[config.mk]
export PLATFORM = sky130hd
export DESIGN_NAME = move_referee
export DESIGN_NICKNAME = d
export VERILOG_FILES = /design/src/rtl/move_referee_pkg.sv /design/src/rtl/move_referee_cell_conflict_check.sv /design/src/rtl/move_referee.sv
export SDC_FILE = /design/constraint.sdc
export NUM_CORES = 1
export LEC_CHECK = 0
export CORE_ASPECT_RATIO = 1.25
export CORE_MARGIN = 2
export CORE_UTILIZATION = 30
export CTS_BUF_LIST = sky130_fd_sc_hd__clkbuf_4 sky130_fd_sc_hd__clkbuf_8
export DETAILED_ROUTE_END_ITERATION = 16
export HOLD_SLACK_MARGIN = 0.12
export PLACE_DENSITY = 0.63
export SLEW_MARGIN = 10
export SYNTH_ARGS = -nofsm -noshare
export SYNTH_HDL_FRONTEND = slang
export SYNTH_SLANG_ARGS = --single-unit
[constraint.sdc]
create_clock -name clk -period 3.94 [get_ports clk]
set_input_delay 0.985 -clock clk [delete_from_list [all_inputs] [get_ports clk]]
set_output_delay 0.985 -clock clk [all_outputs]
set_load 0.03 [all_outputs]
[src/rtl/move_referee_pkg.sv]
// Shared definitions for the move referee: cell codes, FSM states and a
// helper that maps a player to the code written into a board cell.
package move_referee_pkg;

    // Two-bit encoding of one board cell
    localparam logic [1:0] CELL_EMPTY = 2'b00;
    localparam logic [1:0] CELL_X     = 2'b01;
    localparam logic [1:0] CELL_O     = 2'b10;

    // Player identifiers as driven on move_player / turn
    localparam logic PLAYER_X = 1'b0;
    localparam logic PLAYER_O = 1'b1;

    // Referee control states
    typedef enum logic [1:0] {
        ST_IDLE  = 2'd0,
        ST_CHECK = 2'd1,
        ST_FULL  = 2'd2
    } state_t;

    // Cell code a committed move leaves behind for the given player
    function automatic logic [1:0] player_cell(input logic player);
        return (player == PLAYER_O) ? CELL_O : CELL_X;
    endfunction

endpackage

[src/rtl/move_referee_cell_conflict_check.sv]
// Combinational legality helper: reports whether a requested target cell is
// already occupied and whether the position vector is not exactly one-hot.
module cell_conflict_check
    import move_referee_pkg::*;
#(
    parameter int N_CELLS = 9
) (
    input  logic [2*N_CELLS-1:0] board,
    input  logic [N_CELLS-1:0]   move_pos,
    output logic                 occupied,
    output logic                 not_onehot
);

    localparam logic [N_CELLS-1:0] POS_ONE = {{(N_CELLS-1){1'b0}}, 1'b1};

    logic [N_CELLS-1:0] cell_used;
    logic [N_CELLS-1:0] pos_minus_one;

    // One flag per cell: set when the cell holds any non-empty code
    generate
        for (genvar gi = 0; gi < N_CELLS; gi++) begin : g_used
            assign cell_used[gi] = (board[2*gi +: 2] != CELL_EMPTY);
        end
    endgenerate

    assign pos_minus_one = move_pos - POS_ONE;

    // A target hits an occupied cell if any requested bit lands on a used cell
    assign occupied = |(cell_used & move_pos);

    // Zero or more than one bit set: x & (x-1) clears the lowest set bit
    assign not_onehot = (move_pos == '0) || ((move_pos & pos_minus_one) != '0);

endmodule

[src/rtl/move_referee.sv]
// Move referee: accepts one move per handshake, validates it against the
// current board and turn one cycle later, then commits or rejects it with a
// single pulse. Optional illegal-move counter enabled by the macro
// MOVE_REFEREE_ERR_CNT_EN (adds output err_count).
module move_referee
    import move_referee_pkg::*;
#(
    parameter int N_CELLS = 9,
    parameter int CNT_W   = 4
) (
    input  logic                 clk,
    input  logic                 rst_n,
    input  logic                 clear,
    input  logic                 move_valid,
    output logic                 move_ready,
    input  logic [N_CELLS-1:0]   move_pos,
    input  logic                 move_player,
    output logic [2*N_CELLS-1:0] board,
    output logic                 accept,
    output logic                 illegal_move,
    output logic                 turn,
    output logic [CNT_W-1:0]     move_count,
    output logic                 board_full
`ifdef MOVE_REFEREE_ERR_CNT_EN
    ,
    output logic [7:0]           err_count
`endif
);

    localparam logic [CNT_W-1:0] FULL_COUNT = CNT_W'(N_CELLS);
    localparam logic [CNT_W-1:0] COUNT_ONE  = {{(CNT_W-1){1'b0}}, 1'b1};

    state_t state;
    state_t state_next;

    // Move captured on the handshake, judged during CHECK
    logic [N_CELLS-1:0]   pos_reg;
    logic                 player_reg;

    logic [2*N_CELLS-1:0] board_reg;
    logic [2*N_CELLS-1:0] board_next;
    logic [CNT_W-1:0]     count_reg;
    logic [CNT_W-1:0]     count_next;
    logic                 turn_reg;
    logic                 accept_reg;
    logic                 illegal_reg;

    logic                 occupied;
    logic                 not_onehot;
    logic                 move_bad;
    logic                 handshake;
    logic                 do_commit;
    logic                 do_reject;

    cell_conflict_check #(
        .N_CELLS(N_CELLS)
    ) u_conflict (
        .board      (board_reg),
        .move_pos   (pos_reg),
        .occupied   (occupied),
        .not_onehot (not_onehot)
    );

    // Board image with the captured move written in; only used on a legal
    // (hence one-hot) move, so exactly one cell changes
    generate
        for (genvar gi = 0; gi < N_CELLS; gi++) begin : g_write
            assign board_next[2*gi +: 2] = pos_reg[gi] ? player_cell(player_reg)
                                                       : board_reg[2*gi +: 2];
        end
    endgenerate

    assign count_next = count_reg + COUNT_ONE;
    assign move_bad   = not_onehot || occupied || (player_reg != turn_reg);
    assign handshake  = move_valid && move_ready;

    // State register
    always_ff @(posedge clk) begin
        if (!rst_n) begin
            state <= ST_IDLE;
        end else begin
            state <= state_next;
        end
    end

    // Next state, ready and commit/reject decisions; clear overrides everything
    always_comb begin
        state_next = state;
        move_ready = 1'b0;
        do_commit  = 1'b0;
        do_reject  = 1'b0;
        case (state)
            ST_IDLE: begin
                move_ready = rst_n && !clear;
                if (move_valid && !clear) begin
                    state_next = ST_CHECK;
                end
            end
            ST_CHECK: begin
                state_next = ST_IDLE;
                if (move_bad) begin
                    do_reject = 1'b1;
                end else begin
                    do_commit = 1'b1;
                    if (count_next == FULL_COUNT) begin
                        state_next = ST_FULL;
                    end
                end
            end
            ST_FULL: begin
                state_next = ST_FULL;
            end
            default: begin
                state_next = ST_IDLE;
            end
        endcase
        if (clear) begin
            state_next = ST_IDLE;
            do_commit  = 1'b0;
            do_reject  = 1'b0;
        end
    end

    // Board, counters, turn, captured move and result pulses
    always_ff @(posedge clk) begin
        if (!rst_n || clear) begin
            board_reg   <= '0;
            count_reg   <= '0;
            turn_reg    <= PLAYER_X;
            pos_reg     <= '0;
            player_reg  <= 1'b0;
            accept_reg  <= 1'b0;
            illegal_reg <= 1'b0;
        end else begin
            accept_reg  <= do_commit;
            illegal_reg <= do_reject;
            if (handshake) begin
                pos_reg    <= move_pos;
                player_reg <= move_player;
            end
            if (do_commit) begin
                board_reg <= board_next;
                count_reg <= count_next;
                turn_reg  <= ~turn_reg;
            end
        end
    end

`ifdef MOVE_REFEREE_ERR_CNT_EN
    // Saturating tally of rejected moves
    always_ff @(posedge clk) begin
        if (!rst_n || clear) begin
            err_count <= 8'd0;
        end else if (do_reject && (err_count != 8'hFF)) begin
            err_count <= err_count + 8'd1;
        end
    end
`endif

    assign board        = board_reg;
    assign move_count   = count_reg;
    assign turn         = turn_reg;
    assign accept       = accept_reg;
    assign illegal_move = illegal_reg;
    assign board_full   = (count_reg == FULL_COUNT);

endmodule

==> results of run 1 <==
## cell type report
cell class / count / area [um2]
fill: 513 / 2970
clock buffer: 5 / 68.8
multi-input combinational: 125 / 811
timing repair buffer: 41 / 408
inverter: 4 / 15.0
tap: 62 / 77.6
clock inverter: 3 / 21.3
sequential: 37 / 741
## layer usage
metal  global-route usage, %  vias to the layer above  wire [um]
met4                    5.35                        0         48
met2                    20.7                       44       1740
met3                    2.94                        4        212
met1                    16.2                      647       1690
met5                       0                        -          0
li1                        -                      708          -
## where the power goes
part           leakage [nW]  switching [W]  internal (W)
registers             0.299     0.00000828      0.000379
logic                 0.501      0.0000372     0.0000262
clock network        0.0445       0.000142      0.000125
## kinds of logic (layout without fill, tap and decap cells)
group           Yosys count  count (layout)  share of synthesized area [%]
mux                       5               5                           3.12
compound gates           40              40                           20.8
buf+inv                  14              53                           3.36
simple gates             76              76                           23.7
fa+ha+maj                 3               3                           2.34
xor+xnor                  1               1                          0.547
flops                    37              37                           46.2
## layout by cell type (no fill, tap or decap), types with 2 or more instances in the layout
cell type / synthesis / routed
clkdlybuf4s50_1: 0 / 40
dfxtp_1: 37 / 37
nand2_1: 32 / 32
a22o_1: 18 / 18
nand3_1: 11 / 11
and3_1: 9 / 9
o21ai_0: 7 / 7
nand2b_1: 5 / 5
nor2_1: 5 / 5
mux2i_1: 5 / 5
clkbuf_8: 0 / 5
inv_1: 4 / 4
a21oi_1: 3 / 3
ha_1: 3 / 3
nor3_1: 2 / 2
nor4b_1: 2 / 2
or4_1: 2 / 2
nand4_1: 2 / 2
## cell usage after synthesis
library cell and number:
nor4b_1 2, a32o_1 1, nor2b_1 2, and3_1 9, a211oi_1 1, or3_1 1, and3b_1 1, o21a_1 1
and2_1 1, buf_2 1, or4_1 2, mux2i_1 5, a2111oi_1 1, buf_1 2, nor2_1 5, o41a_1 1
o21ai_1 1, a21oi_2 1, o41ai_1 1, dfxtp_1 37, nor3_1 2, or3b_2 1, o21ai_0 7, o31ai_1 1
nand2_1 32, a22o_1 18, nand3_1 11, nand2b_1 5, a21oi_1 3, ha_1 3, inv_1 4, a211oi_2 1
nand4_1 2, xnor2_1 1, clkbuf_1 7, o22a_1 1, a2111oi_4 1
## worst max-delay path, cell delays in order
cell	delay, ps
clkdlybuf4s50_1	420
nand2b_1	170
nor3_1	200
clkdlybuf4s50_1	720
## stage by stage
stage	std cells	total power [W]	utilization (%)	cell area [um2]
global placement	269	0.000459	40.1	2050
floorplan	176	0.000434	-	1600
finish	277	0.000718	41.9	2140
detailed placement	269	0.000459	40.1	2050
global route	277	0.000755	41.9	2140
CTS	277	0.000729	41.9	2140
## final timing paths
check                           startpoint         end  slack (ps)
worst max-delay path                 clear  move_ready         450
worst min-delay path              board[8]    board[8]         510
worst max register to register  pos_reg[1]   board[16]        1240
worst min register to register    board[8]    board[8]         510
==> impl_metrics.env, run 1 <==
export IMPL_antenna_found_initial=0
export IMPL_clk_latency_ps=290
export IMPL_synth_area_um2=1600
export IMPL_area_growth_pct=33.6
export IMPL_crit_type="primary input to primary output"
export IMPL_die_height_um=85.7
export IMPL_critPathRequiredTime_ps=2950
export IMPL_status="complete, no violations"
export IMPL_cts_sinks=37
export IMPL_synth_seq_cells=37
export IMPL_drt_wl_total_um=3690
export IMPL_synth_cells=176
export IMPL_fin_ws_ps=449
export IMPL_hold_slack_ps=507
export IMPL_start_util_pct=31.3
export IMPL_finalClockSkew_ps=8.58
export IMPL_ir_worst_vdd_mv=0.138
export IMPL_rr_worst_depth=5
export IMPL_drtIter0Drc=80
export IMPL_place_hpwl_um=2650
export IMPL_dp_slack_ps=447
export IMPL_die_w_um=69.4
export IMPL_avgSynthCellArea_um2=9.11
export IMPL_fin_crit_sh_pct=88.6
export IMPL_worst_setup_path_start_kind="primary input"
export IMPL_worst_pin_slew_ps=648
export IMPL_core_um2=5120
export IMPL_first_pass_iters=5
export IMPL_largest_reg_flops=18
export IMPL_setup_violations=0
export IMPL_drc_errors=0
export IMPL_cts_clk_slew_worst_paths_ps=80
export IMPL_postCtsHoldBufs=0
export IMPL_cts_setup_buffers=0
export IMPL_num_vias=1403
export IMPL_diodes=0
export IMPL_worstPathArrival_ps=2510
export IMPL_grt_pass1_wl_um=6110
export IMPL_hold_class="flop to flop"
export IMPL_yosysUniqueCellTypes=37
export IMPL_h_tree_depth=2
export IMPL_drv_cap=0
export IMPL_yosysSeqAreaShare_pct=46.2
export IMPL_die_area_um2=5950
export IMPL_hold_violations=0
export IMPL_synth_top_area_cell="dfxtp_1"
export IMPL_p_per_area_nw_per_um2=335
export IMPL_worst_path_max_fanout=2
export IMPL_num_rows=29
export IMPL_final_antenna_net_count=0
export IMPL_rsz0062_at_grt="false"
export IMPL_drive_gt1_share_pct=6.51
export IMPL_grt_max_degree=42
export IMPL_yosysWarningCount=0
export IMPL_post_cts_resized=0
export IMPL_io_buffers=40
export IMPL_min_path_cells=1
export IMPL_place_gp_congestion=0.784
export IMPL_cts_tree="yes"
export IMPL_wl_per_cell_um=13.3
export IMPL_clockBufferDepth=2
export IMPL_fmax_ghz=0.286
export IMPL_track_usage_pct=12.7
export IMPL_slew_viol_final=0
export IMPL_synth_nets=193
export IMPL_crit_path_end_kind="primary output"
export IMPL_synth_top_area_share_pct=46.2
export IMPL_layout_nets=231
export IMPL_viasPerCell=5.06
export IMPL_tns_ps=0
export IMPL_clock_root_buffer="clkbuf_8"
export IMPL_cts_made_buffers=5
export IMPL_synth_top_cells_by_area="dfxtp_1 (46%), a22o_1 (9.8%), nand2_1 (7.5%)"
export IMPL_power_leakage_nw=0.845
export IMPL_ios=41
export IMPL_overflow=0
export IMPL_period_minus_slack_ps=3490
export IMPL_slew_headroom_pct=56.8
export IMPL_grt_pass1_vias=1283
No activity file was read; power rests on OpenSTA's default activity.
==> inputs of run 2 (changes only) <==
ABC_AREA = 0   (was default)
PLACE_DENSITY = 0.52   (was 0.63)
==> impl_metrics.env, run 2 (synthesis results as in run 1) <==
export IMPL_final_antenna_net_count=0
export IMPL_clockBufferDepth=2
export IMPL_largest_reg_flops=18
export IMPL_crit_type="primary input to primary output"
export IMPL_critPathRequiredTime_ps=2950
export IMPL_rr_worst_depth=5
export IMPL_cts_tree="yes"
export IMPL_slew_viol_final=0
export IMPL_io_buffers=40
export IMPL_die_height_um=85.7
export IMPL_postCtsHoldBufs=0
export IMPL_start_util_pct=31.3
export IMPL_rsz0062_at_grt="false"
export IMPL_worst_pin_slew_ps=689
export IMPL_cp_endpoint="move_ready"
export IMPL_p_per_area_nw_per_um2=333
export IMPL_switching_share_pct=26.0
export IMPL_ir_worst_vdd_mv=0.197
export IMPL_num_rows=29
export IMPL_clock_root_buffer="clkbuf_8"
export IMPL_hold_class="flop to flop"
export IMPL_fin_util_pct=41.8
export IMPL_track_usage_pct=13.6
export IMPL_fmax_ghz=0.288
export IMPL_layout_nets=231
export IMPL_num_vias=1438
export IMPL_clk_latency_ps=290
export IMPL_place_gp_congestion=0.824
export IMPL_drt_wl_total_um=3930
export IMPL_hold_violations=0
export IMPL_die_area_um2=5950
export IMPL_r2r_start="pos_reg[1]"
export IMPL_slew_headroom_pct=54.1
export IMPL_rrSetupSlack_ps=1220
export IMPL_fin_crit_sh_pct=88.1
export IMPL_cts_sinks=37
export IMPL_post_cts_resized=0
export IMPL_ios=41
export IMPL_worst_path_max_fanout=2
export IMPL_power_leakage_nw=0.844
export IMPL_period_minus_slack_ps=3470
export IMPL_core_um2=5120
export IMPL_cts_setup_buffers=0
export IMPL_grt_max_degree=42
export IMPL_layout_common_cells="clkdlybuf4s50_1 (40), dfxtp_1 (37), nand2_1 (32), a22o_1 (18), nand3_1 (11)"
export IMPL_wl_per_cell_um=14.2
export IMPL_grt_pass1_wl_um=6480
export IMPL_area_growth_pct=33.4
export IMPL_startpoint="clear"
export IMPL_setup_violations=0
export IMPL_sequentialPowerShare_pct=54.4
export IMPL_die_w_um=69.4
export IMPL_worstPathArrival_ps=2490
export IMPL_tns_ps=0
export IMPL_drtIter0Drc=80
export IMPL_diodes=0
export IMPL_drive_gt1_share_pct=6.51
export IMPL_r2r_end="board[0]"
export IMPL_overflow=0
export IMPL_cts_made_buffers=5
export IMPL_finalClockSkew_ps=11.0
export IMPL_total_power_w=0.000712
export IMPL_antenna_found_initial=0
export IMPL_comb_power_share_pct=8.9
export IMPL_grt_pass1_vias=1317
export IMPL_worst_setup_path_start_kind="primary input"
export IMPL_drc_errors=0
export IMPL_h_tree_depth=2
export IMPL_place_hpwl_um=2840
export IMPL_clkPwrFrac_pct=36.7
export IMPL_first_pass_iters=4
export IMPL_viasPerCell=5.19
export IMPL_p_int_w=0.000527
export IMPL_drv_cap=0
export IMPL_switching_power_w=0.000185
export IMPL_fill_cells=508
export IMPL_final_common_cell="clkdlybuf4s50_1"
export IMPL_crit_path_end_kind="primary output"
export IMPL_status="complete, no violations"
export IMPL_cts_clk_slew_worst_paths_ps=70
[run 2: metal layers]
layer / vias to the layer above / wire length, um / GRT usage (%)
met3: 5 / 147 / 3.41
li1: 710 / - / -
met1: 690 / 1820 / 17.9
met5: - / 0 / 0
met2: 33 / 1890 / 20.7
met4: 0 / 76 / 6.77
[run 2: how the worst min path moves through the flow]
stage,start,slack (ps),end,depth (start not counted)
after floorplan,pos_reg[8],470,pos_reg[8],2
after global placement,board[8],480,board[8],1
after detailed placement,board[9],490,board[9],1
after CTS,board[9],510,board[9],1
after global routing,board[3],540,board[3],1
final,turn,510,turn,2
[run 2: final cells by class]
class                           count  area [um2]  share of cell area [%]
Clock inverter                      3        17.5                   0.819
Timing Repair Buffer               41         408                    19.1
Clock buffer                        5        68.8                    3.22
Multi-Input combinational cell    125         811                    37.9
Inverter                            4        15.0                   0.702
Sequential cell                    37         741                    34.6
Tap cell                           62        77.6                    3.63
[run 2: critical path, stage by stage]
cell	delay, ps
clkdlybuf4s50_1	430
nand2b_1	170
nor3_1	190
clkdlybuf4s50_1	720
[run 2: through the flow]
| stage | setup slack [ps] | cells | hold slack, ps | area, um2 |
|---|---|---|---|---|
| floorplan | 1130 | 176 | 471 | 1600 |
| global placement | 480 | 269 | 480 | 2050 |
| detailed placement | 451 | 269 | 493 | 2050 |
| CTS | 443 | 277 | 513 | 2140 |
| global route | 339 | 277 | 537 | 2140 |
| finish | 469 | 277 | 508 | 2140 |
[run 2: power by group through the flow]
stage / registers [W] / logic (W) / clock network [W]
floorplan: 0.000394 / 0.0000400 / 0
global placement: 0.000396 / 0.0000634 / 0
detailed placement: 0.000396 / 0.0000641 / 0
CTS: 0.000387 / 0.0000643 / 0.000272
global route: 0.000388 / 0.0000693 / 0.000292
finish: 0.000387 / 0.0000636 / 0.000261
==> inputs of run 3 (changes only) <==
CTS_BUF_LIST = sky130_fd_sc_hd__clkbuf_8   (was sky130_fd_sc_hd__clkbuf_4 sky130_fd_sc_hd__clkbuf_8)
==> results of run 3 <==
The final DEF is identical to that of run 2; final timing and power are the same.
